--- src/rtl/uart_rx_monitor_pkg.sv ---
// Shared types and constants for the UART receive monitor.
package uart_rx_monitor_pkg;

    localparam int UART_DATA_W = 8;

    typedef enum logic [2:0] {
        IDLE,
        START,
        DATA,
        PARITY,
        STOP,
        BREAK
    } rx_state_e;

    // Width of the per-bit tick counter; never narrower than one bit.
    function automatic int tick_w(input int clks_per_bit);
        return (clks_per_bit > 1) ? $clog2(clks_per_bit) : 1;
    endfunction

endpackage

--- src/rtl/uart_rx_monitor_if.sv ---
// Byte stream from the receiver FIFO head to a downstream consumer.
// master drives data/valid, slave drives ready.
interface uart_rx_monitor_if;

    logic [uart_rx_monitor_pkg::UART_DATA_W-1:0] m_data;
    logic                                        m_valid;
    logic                                        m_ready;

    modport master (output m_data, output m_valid, input m_ready);
    modport slave  (input m_data, input m_valid, output m_ready);

endinterface

--- src/rtl/uart_rx_monitor_fifo.sv ---
// Synchronous first-word-fall-through FIFO. A push while full is only
// accepted when a pop frees the head slot on the same edge; the caller
// decides whether a rejected push is an error.
module uart_rx_fifo #(
    parameter int DEPTH = 16,
    parameter int WIDTH = 8
) (
    input  logic                     clk,
    input  logic                     rst_n,
    input  logic                     push_i,
    input  logic [WIDTH-1:0]         push_data_i,
    input  logic                     pop_i,
    output logic [WIDTH-1:0]         head_o,
    output logic                     empty_o,
    output logic                     full_o,
    output logic [$clog2(DEPTH):0]   level_o
);

    localparam int AW = $clog2(DEPTH);

    logic [WIDTH-1:0] mem_q [DEPTH];
    logic [AW-1:0]    wr_q;
    logic [AW-1:0]    rd_q;
    logic [AW:0]      level_q;
    logic             do_push;
    logic             do_pop;

    assign empty_o = (level_q == '0);
    assign full_o  = (level_q == (AW+1)'(DEPTH));
    assign do_pop  = pop_i & ~empty_o;
    assign do_push = push_i & (~full_o | do_pop);
    assign head_o  = mem_q[rd_q];
    assign level_o = level_q;

    // Storage, pointers and occupancy; storage is cleared so the head reads 0 after reset.
    always_ff @(posedge clk or negedge rst_n) begin
        if (!rst_n) begin
            for (int i = 0; i < DEPTH; i++) mem_q[i] <= '0;
            wr_q    <= '0;
            rd_q    <= '0;
            level_q <= '0;
        end else begin
            if (do_push) begin
                mem_q[wr_q] <= push_data_i;
                wr_q        <= wr_q + 1'b1;
            end
            if (do_pop) rd_q <= rd_q + 1'b1;
            case ({do_push, do_pop})
                2'b10:   level_q <= level_q + 1'b1;
                2'b01:   level_q <= level_q - 1'b1;
                default: level_q <= level_q;
            endcase
        end
    end

endmodule

--- src/rtl/uart_rx_monitor.sv ---
// UART 8N1 receiver feeding a FWFT byte FIFO, with sticky framing and
// overflow flags. Define UART_RX_MONITOR_PARITY_EN to add an even parity
// bit between data and stop, and the sticky parity_err output.
module uart_rx_monitor
    import uart_rx_monitor_pkg::*;
#(
    parameter int CLKS_PER_BIT = 16,
    parameter int FIFO_DEPTH   = 16
) (
    input  logic                          HCLK,
    input  logic                          HRESETn,
    input  logic                          rx_i,
    uart_rx_monitor_if.master             stream,
    output logic [$clog2(FIFO_DEPTH):0]   level,
    output logic                          busy,
    output logic                          frame_err,
    output logic                          overflow,
`ifdef UART_RX_MONITOR_PARITY_EN
    output logic                          parity_err,
`endif
    input  logic                          clr_err
);

    localparam int                TICK_W  = tick_w(CLKS_PER_BIT);
    localparam logic [TICK_W-1:0] HALF_M1 = TICK_W'(CLKS_PER_BIT / 2 - 1);
    localparam logic [TICK_W-1:0] FULL_M1 = TICK_W'(CLKS_PER_BIT - 1);

    rx_state_e              state_q;
    logic [TICK_W-1:0]      tick_q;
    logic [2:0]             bit_q;
    logic [UART_DATA_W-1:0] shift_q;
    logic                   busy_q;
    logic                   push_q;
    logic                   sync1_q;
    logic                   rx_s_q;
    logic                   frame_err_q;
    logic                   overflow_q;
    logic                   tick_full;
    logic                   frame_set;
    logic                   ovf_set;
    logic                   fifo_empty;
    logic                   fifo_full;

    // Two-flop synchronizer; idles high so reset never looks like a start bit.
    always_ff @(posedge HCLK or negedge HRESETn) begin
        if (!HRESETn) begin
            sync1_q <= 1'b1;
            rx_s_q  <= 1'b1;
        end else begin
            sync1_q <= rx_i;
            rx_s_q  <= sync1_q;
        end
    end

    assign tick_full = (tick_q == FULL_M1);
    assign frame_set = (state_q == STOP) && tick_full && !rx_s_q;
    // A completed byte is lost only if the head is not leaving on the same edge.
    assign ovf_set   = push_q & fifo_full & ~stream.m_ready;

    // Receive FSM: start-bit qualify at mid-bit, then sample each bit centre.
    // The push is registered, so the byte lands in the FIFO one edge after the stop sample.
    always_ff @(posedge HCLK or negedge HRESETn) begin
        if (!HRESETn) begin
            state_q <= IDLE;
            tick_q  <= '0;
            bit_q   <= '0;
            shift_q <= '0;
            busy_q  <= 1'b0;
            push_q  <= 1'b0;
        end else begin
            push_q <= 1'b0;
            case (state_q)
                IDLE: begin
                    if (!rx_s_q) begin
                        state_q <= START;
                        busy_q  <= 1'b1;
                        tick_q  <= '0;
                    end
                end
                START: begin
                    if (tick_q == HALF_M1) begin
                        tick_q <= '0;
                        bit_q  <= '0;
                        if (rx_s_q) begin
                            state_q <= IDLE;
                            busy_q  <= 1'b0;
                        end else begin
                            state_q <= DATA;
                        end
                    end else begin
                        tick_q <= tick_q + 1'b1;
                    end
                end
                DATA: begin
                    if (tick_full) begin
                        tick_q  <= '0;
                        shift_q <= {rx_s_q, shift_q[UART_DATA_W-1:1]};
                        bit_q   <= bit_q + 1'b1;
`ifdef UART_RX_MONITOR_PARITY_EN
                        if (bit_q == 3'd7) state_q <= PARITY;
`else
                        if (bit_q == 3'd7) state_q <= STOP;
`endif
                    end else begin
                        tick_q <= tick_q + 1'b1;
                    end
                end
`ifdef UART_RX_MONITOR_PARITY_EN
                PARITY: begin
                    if (tick_full) begin
                        tick_q  <= '0;
                        state_q <= STOP;
                    end else begin
                        tick_q <= tick_q + 1'b1;
                    end
                end
`endif
                STOP: begin
                    if (tick_full) begin
                        tick_q <= '0;
                        if (rx_s_q) begin
                            push_q  <= 1'b1;
                            state_q <= IDLE;
                            busy_q  <= 1'b0;
                        end else begin
                            state_q <= BREAK;
                        end
                    end else begin
                        tick_q <= tick_q + 1'b1;
                    end
                end
                BREAK: begin
                    if (rx_s_q) begin
                        state_q <= IDLE;
                        busy_q  <= 1'b0;
                    end
                end
                default: begin
                    state_q <= IDLE;
                    busy_q  <= 1'b0;
                end
            endcase
        end
    end

    // Sticky error flags; a set event in the same cycle as clr_err wins.
    always_ff @(posedge HCLK or negedge HRESETn) begin
        if (!HRESETn) begin
            frame_err_q <= 1'b0;
            overflow_q  <= 1'b0;
        end else begin
            frame_err_q <= frame_set | (frame_err_q & ~clr_err);
            overflow_q  <= ovf_set | (overflow_q & ~clr_err);
        end
    end

`ifdef UART_RX_MONITOR_PARITY_EN
    logic parity_set;
    logic parity_err_q;

    // Even parity: data bits plus parity bit must XOR to zero.
    assign parity_set = (state_q == PARITY) && tick_full && (^{shift_q, rx_s_q});

    // Sticky parity flag, independent of whether the byte is pushed.
    always_ff @(posedge HCLK or negedge HRESETn) begin
        if (!HRESETn) parity_err_q <= 1'b0;
        else          parity_err_q <= parity_set | (parity_err_q & ~clr_err);
    end

    assign parity_err = parity_err_q;
`endif

    uart_rx_fifo #(
        .DEPTH (FIFO_DEPTH),
        .WIDTH (UART_DATA_W)
    ) u_fifo (
        .clk         (HCLK),
        .rst_n       (HRESETn),
        .push_i      (push_q),
        .push_data_i (shift_q),
        .pop_i       (stream.m_ready),
        .head_o      (stream.m_data),
        .empty_o     (fifo_empty),
        .full_o      (fifo_full),
        .level_o     (level)
    );

    assign stream.m_valid = ~fifo_empty;
    assign busy           = busy_q;
    assign frame_err      = frame_err_q;
    assign overflow       = overflow_q;

endmodule

--- src/flat_wrapper.sv ---
// flat-port wrapper written by rule: the top's interface ports become plain ports
module uart_rx_monitor_flat import uart_rx_monitor_pkg::*;
#(
    parameter int CLKS_PER_BIT = 16,
    parameter int FIFO_DEPTH   = 16
)
  (HCLK, HRESETn, rx_i, level, busy, frame_err, overflow, clr_err, stream_m_data, stream_m_valid, stream_m_ready);
  uart_rx_monitor_if stream_i ();
  input  logic HCLK;
  input  logic HRESETn;
  input  logic rx_i;
  output logic [$clog2(FIFO_DEPTH):0] level;
  output logic busy;
  output logic frame_err;
  output logic overflow;
  input  logic clr_err;
  output wire logic [$bits(stream_i.m_data)-1:0] stream_m_data;
  output wire logic [$bits(stream_i.m_valid)-1:0] stream_m_valid;
  input wire logic [$bits(stream_i.m_ready)-1:0] stream_m_ready;
  assign stream_m_data = stream_i.m_data;
  assign stream_m_valid = stream_i.m_valid;
  assign stream_i.m_ready = stream_m_ready;
  uart_rx_monitor #(.CLKS_PER_BIT(CLKS_PER_BIT), .FIFO_DEPTH(FIFO_DEPTH)) u_core (.HCLK(HCLK), .HRESETn(HRESETn), .rx_i(rx_i), .stream(stream_i), .level(level), .busy(busy), .frame_err(frame_err), .overflow(overflow), .clr_err(clr_err));
endmodule
--- config.mk ---
export PLATFORM = sky130hd
export DESIGN_NAME = uart_rx_monitor_flat
export DESIGN_NICKNAME = d
export VERILOG_FILES = /design/src/rtl/uart_rx_monitor_pkg.sv /design/src/rtl/uart_rx_monitor_if.sv /design/src/rtl/uart_rx_monitor_fifo.sv /design/src/rtl/uart_rx_monitor.sv /design/src/flat_wrapper.sv
export SDC_FILE = /design/constraint.sdc
export NUM_CORES = 1
export LEC_CHECK = 0
export CORE_ASPECT_RATIO = 2
export CORE_UTILIZATION = 55
export DETAILED_ROUTE_END_ITERATION = 10
export HOLD_SLACK_MARGIN = 0.12
export PLACE_DENSITY_LB_ADDON = 0.25
export SLEW_MARGIN = 20
export SYNTH_ARGS = -nofsm -noshare
export SYNTH_HDL_FRONTEND = slang
export SYNTH_SLANG_ARGS = --single-unit
export TNS_END_PERCENT = 50
--- constraint.sdc ---
create_clock -name HCLK -period 2.6 [get_ports HCLK]
set_clock_uncertainty 0.05 [all_clocks]
set_input_delay 0.52 -clock HCLK [delete_from_list [all_inputs] [get_ports HCLK]]
set_output_delay 0.52 -clock HCLK [all_outputs]
set_load 0.05 [all_outputs]
# Word level (Yosys, flattened, before mapping)
# Index checks and enable logic that the tools add are counted.
[word_totals] regBits=165 in_bits=5 output_inout_bits=17 wordCells=116
[op_classes] add_sub_neg=6 order_cmp=3 n_eq_ne=16 muxes=31 bitwise_logic=16 reduce_logical=15
[ops] operator="128-bit bitwise mux" n=1
[ops] operator="8-bit binary-select mux with 4-bit select" n=1
[ops] operator="8-bit demux with 4-bit select" n=1
[ops] operator="3-bit two-way mux" n=9
[ops] operator="8-bit two-way mux" n=3
[ops] operator="3-bit case mux with 5 select lines" n=1
[ops] operator="4-bit by 1-bit adder with 4-bit output (second input constant)" n=3
[ops] operator="4-bit two-way mux" n=3
[ops] operator="4-bit case mux with 3 select lines" n=1
[ops] operator="5-bit greater-or-equal comparator (second input constant)" n=2
[ops] operator="2-bit by 1-bit inequality test with 1-bit output (second input constant)" n=5
[ops] operator="4-bit inverter with 5-bit output" n=2
[ops] operator="5-bit case mux with 2 select lines" n=1
[ops] operator="3-bit equality test (second input constant)" n=3
[ops] operator="1-bit two-way mux" n=7
[ops] operator="1-bit bitwise AND" n=6
[ops] operator="3-bit case mux with 2 select lines" n=1
[ops] operator="6-bit AND reduction" n=1
[ops] operator="5-bit by 1-bit adder with 5-bit output (second input constant)" n=1
[ops] operator="5-bit equality test (second input constant)" n=1
[ops] operator="5-bit zero test" n=1
[ops] operator="5-bit by 1-bit less-than comparator with 1-bit output (second input constant)" n=1
[ops] operator="1-bit inverter" n=5
[ops] operator="1-bit case mux with 5 select lines" n=1
[ops] operator="other kinds (20)" n=26

# Longest topological paths before layout
[depth] depth_word=7 ltp_mapped=10 depth_no_buf=9

# Modules after synthesis
# A second synthesis with hierarchy kept.
[hier_totals] hier_cells=537 hier_area_um2=7727.4
[by_module_without_submodules] mod="uart_rx_fifo" n_inst=1 cells_each=431 area_each_um2=6547.5 seq_area_each_um2=3528.4
[by_module_without_submodules] mod="uart_rx_monitor" n_inst=1 cells_each=106 area_each_um2=1179.9 seq_area_each_um2=603.1

# Worst setup path before layout
# OpenSTA, ideal clock, no wires.
[synth_path] path_kind="register to register" start="register u_core.u_fifo.level_q[0] (netlist: u_core.u_fifo.level_o[0])" end="register u_core.u_fifo.level_q[4] (netlist: u_core.u_fifo.level_o[4])" setup_time_ns=0.154 arrival_time_ns=2.942 path_slack_ns=-0.546 path_stages_with_launch=10 synth_period_minus_slack_ns=3.146 cell_sequence="dfrtp_1 -> or4_1 -> buf_6 -> o21ai_1 -> ha_1 -> ha_1 -> nor2b_1 -> o21a_1 -> o311ai_0 -> o311ai_0"
[synth_between] elab_chain_cells=7
[synth_rtl] element="from (decl)" line_no="uart_rx_monitor_fifo.sv:24" text="logic [AW:0] level_q;"
[synth_rtl] element="from (signal assigned)" line_no="uart_rx_monitor_fifo.sv:49" text="2'b10: level_q <= level_q + 1'b1;"
[synth_rtl] element="from (signal assigned)" line_no="uart_rx_monitor_fifo.sv:50" text="2'b01: level_q <= level_q - 1'b1;"
[synth_rtl] element="from (signal assigned)" line_no="uart_rx_monitor_fifo.sv:51" text="default: level_q <= level_q;"
[synth_rtl] element="5-bit zero test" line_no="uart_rx_monitor_fifo.sv:28" text="assign empty_o = (level_q == '0);"
[synth_rtl] element="1-bit inverter" line_no="uart_rx_monitor_fifo.sv:30" text="assign do_pop = pop_i & ~empty_o;"
[synth_rtl] element="1-bit bitwise AND" line_no="uart_rx_monitor_fifo.sv:30"
[synth_rtl] element="1-bit bitwise OR" line_no="uart_rx_monitor_fifo.sv:31" text="assign do_push = push_i & (~full_o | do_pop);"
[synth_rtl] element="1-bit bitwise AND" line_no="uart_rx_monitor_fifo.sv:31"
[synth_rtl] element="2-bit by 1-bit equality test with 1-bit output / 2-bit equality test (equally long branches)" line_no="uart_rx_monitor_fifo.sv:48" text="case ({do_push, do_pop})"
[synth_rtl] element="5-bit case mux with 2 select lines / 2-bit nonzero test (equally long branches)"
# Parallel ways exist; a longest one is shown, timed or not.
# A chain may end at the register's enable or synchronous reset.

# Final worst setup path
[layout_path] start="register u_core.u_fifo.rd_q[0]" end="output port stream_m_data[2]"
[layout_between] elab_chain_cells=4
[layout_rtl] element="from (decl)" line_no="uart_rx_monitor_fifo.sv:23" text="logic [AW-1:0] rd_q;"
[layout_rtl] element="from (signal assigned)" line_no="uart_rx_monitor_fifo.sv:47" text="if (do_pop) rd_q <= rd_q + 1'b1;"
[layout_rtl] element="4-bit inverter with 5-bit output (implied by the code)" line_no="uart_rx_monitor_fifo.sv:32" text="assign head_o = mem_q[rd_q];"
[layout_rtl] element="8-bit binary-select mux with 4-bit select" line_no="uart_rx_monitor_fifo.sv:32"
[layout_rtl] element="8-bit two-way mux (implied by the code) (2 in series)" line_no="uart_rx_monitor_fifo.sv:32"
[layout_rtl] element="to (decl)" line_no="flat_wrapper.sv:17" text="output wire logic [$bits(stream_i.m_data)-1:0] stream_m_data;"
# No other way between the ends. The select of a mux whose other input is x is not followed.

==> summary.txt <==
Status
  – Status: finished, violations left
  – Failing checks: setup timing

Synth
  – Synthesized area: 7740 um^2
  – Cells after Synth: 539
  – Top-count cell post-synth: dfrtp_1
  – Adder-cell share of the synthesized area: 2.20%
  – Synth Area in Simple Gates: 5.66%
  – XOR/XNOR share of the synthesized area: 1.02%
  – Sequential-to-total area share from yosys stat: 53.4%
  – Post-synth EDFFs: 0
  – Synth Area in Compound Gates: 5.90%
  – Synthesis Warnings: 0
  – Synth top area cells: dfrtp_1, mux2_2, mux4_2, ha_1, a22oi_1
  – Synth top area share: 52.7%
  – Synth Net Count: 557
  – Area leader, netlist: dfrtp_1
  – Flops & latches, synth: 165
  – Yosys cell types: 54
  – Main flop type after synthesis: dfrtp_1
  – Mapped Avg Cell Area: 14.4 um^2
  – Top cells by count, synth: dfrtp_1, mux2_2, mux4_2, clkbuf_1, nand2_1
  – Post-synthesis mux area share: 29.7%
  – Main combinational cell family by area after synthesis: multiplexers
  – Async set-reset flop share out of synthesis: 100%

STA
  – Slew Limit Fails: 0
  – RSZ-0062 raised after global routing: true
  – Max Fclk: 0.371 GHz
  – Least-Margin Pin Slew: 0.757 ns
  – Worst rel slew slack: 49.5%
  – Slack of the critical path: -0.0936 ns
  – Final setup vio count: 7
  – Hold Fails Final Rpt: 0
  – Final period utilization: 104%
  – Tmin final: 2.69 ns

Clock tree
  – Clk root buf: clkbuf_16
  – H-tree depth: 4
  – CTS tree: done
  – CTS Buffer Depth: 2
  – Clock tree sinks: 165
  – CTS Buf Count: 17
  – Cts hold-fix bufs: 0
  – Clock-pin transition on the worst setup and hold timing paths: 0.06 ns
  – Clock Latency Late Sink: 0.42 ns

Cells and area
  – # diodes: 0
  – Nets: 604
  – Area grow syn2layout: 19.0%
  – Ratio of cells with drive above 1 in the final layout: 47.4%
  – Final instance area: 9210 um^2
  – Post-Layout Cell Count: 788

Setup path
  – WP data required: 2.03 ns
  – CP Launch Type: flip-flop
  – Critical path class: reg2out
  – Worst Path Max Fanout: 5
  – CP Data Arrival Time: 2.12 ns
  – CP Capture Type: output pin

Routing
  – Via density: 5.88
  – Pre-Repair DR Iteration Count: 6
  – DR WL/cell: 20.9 um
  – Routed Antenna Nets: 0
  – Final WL: 16500 um
  – Drt drc: 0
  – Via count: 4635
  – Initial drt markers: 214

Floorplanning
  – Die height: 170 um
  – Ports: 22
  – Floorplan Core Area: 13800 um^2
  – Die Area: 14600 um^2
  – Initial core utilization: 56.0%
  – Die Wd: 85.9 um
  – Row cnt: 61

Placement
  – Post-detail-place hpwl: 11400 um
  – # port buffers: 21
  – RD Place Congestion: 0.757
  – Placed cell count: 751
  – DP Area: 8440 um^2
  – DP Worst Slack: -0.0490 ns

Power
  – VDD IR max: 0.654 mV
  – Leakage power: 4.31 nW
  – Pwr Density: 786 nW/um^2

Global routing
  – Wire length of the first global-routing pass: 27100 um
  – Number of global-route vias before repair: 5108
  – Initial antenna violation count: 0
  – Pin count of the biggest net entering global routing: 82
  – Gr ovfl total: 0
  – Tot GR Track Use: 25.2%

Run
  – Max Cap Viol: 0

Hold path
  – HP Class: in2async
==> layer usage <==
| metal | routed length, um | GRT usage (%) |
|---|---|---|
| met1 | 6010 | 27.4 |
| met2 | 9810 | 47.9 |
| met3 | 270 | 3.70 |
| met4 | 374 | 10.1 |
| met5 | 0 | 0 |
==> final cells by class <==
class	count	area, um^2
clock buffers	19	443
well taps	189	236
repair buffers	58	682
inverters	11	41.3
fillers	995	4610
clock inverters	13	116
flip-flops and latches	165	4140
multi-input cells	333	3550
==> stage by stage <==
| stage | power [mW] | hold slack [ns] | util (%) | TNS, ns |
|---|---|---|---|---|
| after floorplan | 4.03 | 0.174 | - | -0.0991 |
| after global placement | 4.63 | 0.296 | 61.1 | -0.000340 |
| after detailed placement | 4.69 | 0.300 | 61.1 | -0.0941 |
| after CTS | 7.30 | 0.121 | 66.6 | -0.537 |
| after global routing | 7.55 | 0.145 | 66.6 | -0.935 |
| final | 7.24 | 0.0786 | 66.6 | -0.493 |
==> state kept, by name (all words and copies together), names as in the netlist, 3 cells and up <==
register / count
u_core.state_q: 3
u_core.u_fifo.wr_q: 4
u_core.u_fifo.level_o: 5
u_core.u_fifo.mem_q: 128
u_core.u_fifo.rd_q: 4
u_core.bit_q: 3
u_core.shift_q: 8
u_core.tick_q: 4
==> cells in the final DEF, fill, tap and decap left out, types with 4 or more instances in the layout <==
cell             netlist  routed
nor2_1                14      14
mux2_2               128     128
clkinv_4               0       4
mux2_1                11      11
a22oi_2                0      11
ha_1                  12      10
buf_4                  0      25
inv_1                 11      11
nor2_2                 6       6
dfrtp_1              163     158
inv_6                  0       4
nand2_1               20      18
xnor2_1                5       5
clkdlybuf4s50_1        0      11
clkbuf_16              0      17
xor2_1                 4       4
mux4_2                32      32
buf_6                  1       9
buf_12                 0      10
o21ai_0               10      10
nand3_1                8       8
dfrtp_2                0       5
a22oi_1               17       6
nor2b_1                5       5
==> worst max-delay path, cell delays in order (launching register included) <==
cell and delay (ns):
dfrtp_2 0.41, buf_12 0.16, buf_12 0.14, mux4_2 0.51, a22oi_2 0.22, nand2_1 0.09
buf_6 0.16
==> where the power goes <==
group | internal, mW | total, mW | leakage (nW) | switching (mW)
Combinational | 0.937 | 2.03 | 1.77 | 1.10
Sequential | 2.70 | 2.85 | 2.26 | 0.155
Clock | 1.28 | 2.35 | 0.275 | 1.07
Total | 4.92 | 7.24 | 4.31 | 2.32
==> kinds of logic (layout without fill, tap and decap cells) <==
| kind of cell | count (synthesis) | count (layout) |
|---|---|---|
| AOI/OAI and AO/OA | 61 | 61 |
| DFF | 165 | 165 |
| and+or+nand+nor | 78 | 78 |
| xor gates and xnor gates | 9 | 9 |
| buffers and inverters | 41 | 101 |
| adders and majority gates | 13 | 13 |
| muxes | 172 | 172 |
==> path summary, 6_finish.rpt <==
path / slack, ns / cells after the start / end / start
setup reg to reg: 0.09 / 8 / u_core.u_fifo.level_o[3]$_DFFE_PN0P_ / u_core.u_fifo.level_o[3]$_DFFE_PN0P_
setup / recovery: -0.09 / 6 / stream_m_data[2] / u_core.u_fifo.rd_q[0]$_DFFE_PN0P_
max in group asynchronous: 1.67 / 2 / u_core.u_fifo.mem_q[0]$_DFFE_PN0P_ / HRESETn
hold reg to reg: 0.31 / 0 / u_core.rx_s_q$_DFF_PN1_ / u_core.sync1_q$_DFF_PN1_
min in group HCLK: 0.31 / 0 / u_core.rx_s_q$_DFF_PN1_ / u_core.sync1_q$_DFF_PN1_
hold / removal: 0.08 / 1 / u_core.u_fifo.level_o[3]$_DFFE_PN0P_ / HRESETn
==> timing repair <==
item	CTS	global route
cloned	3	0
endpoints found under the setup margin	9	8
pin swaps	16	2
buffers inserted	3	0
resized for setup	25	0
No activity file was read; power rests on OpenSTA's default activity.
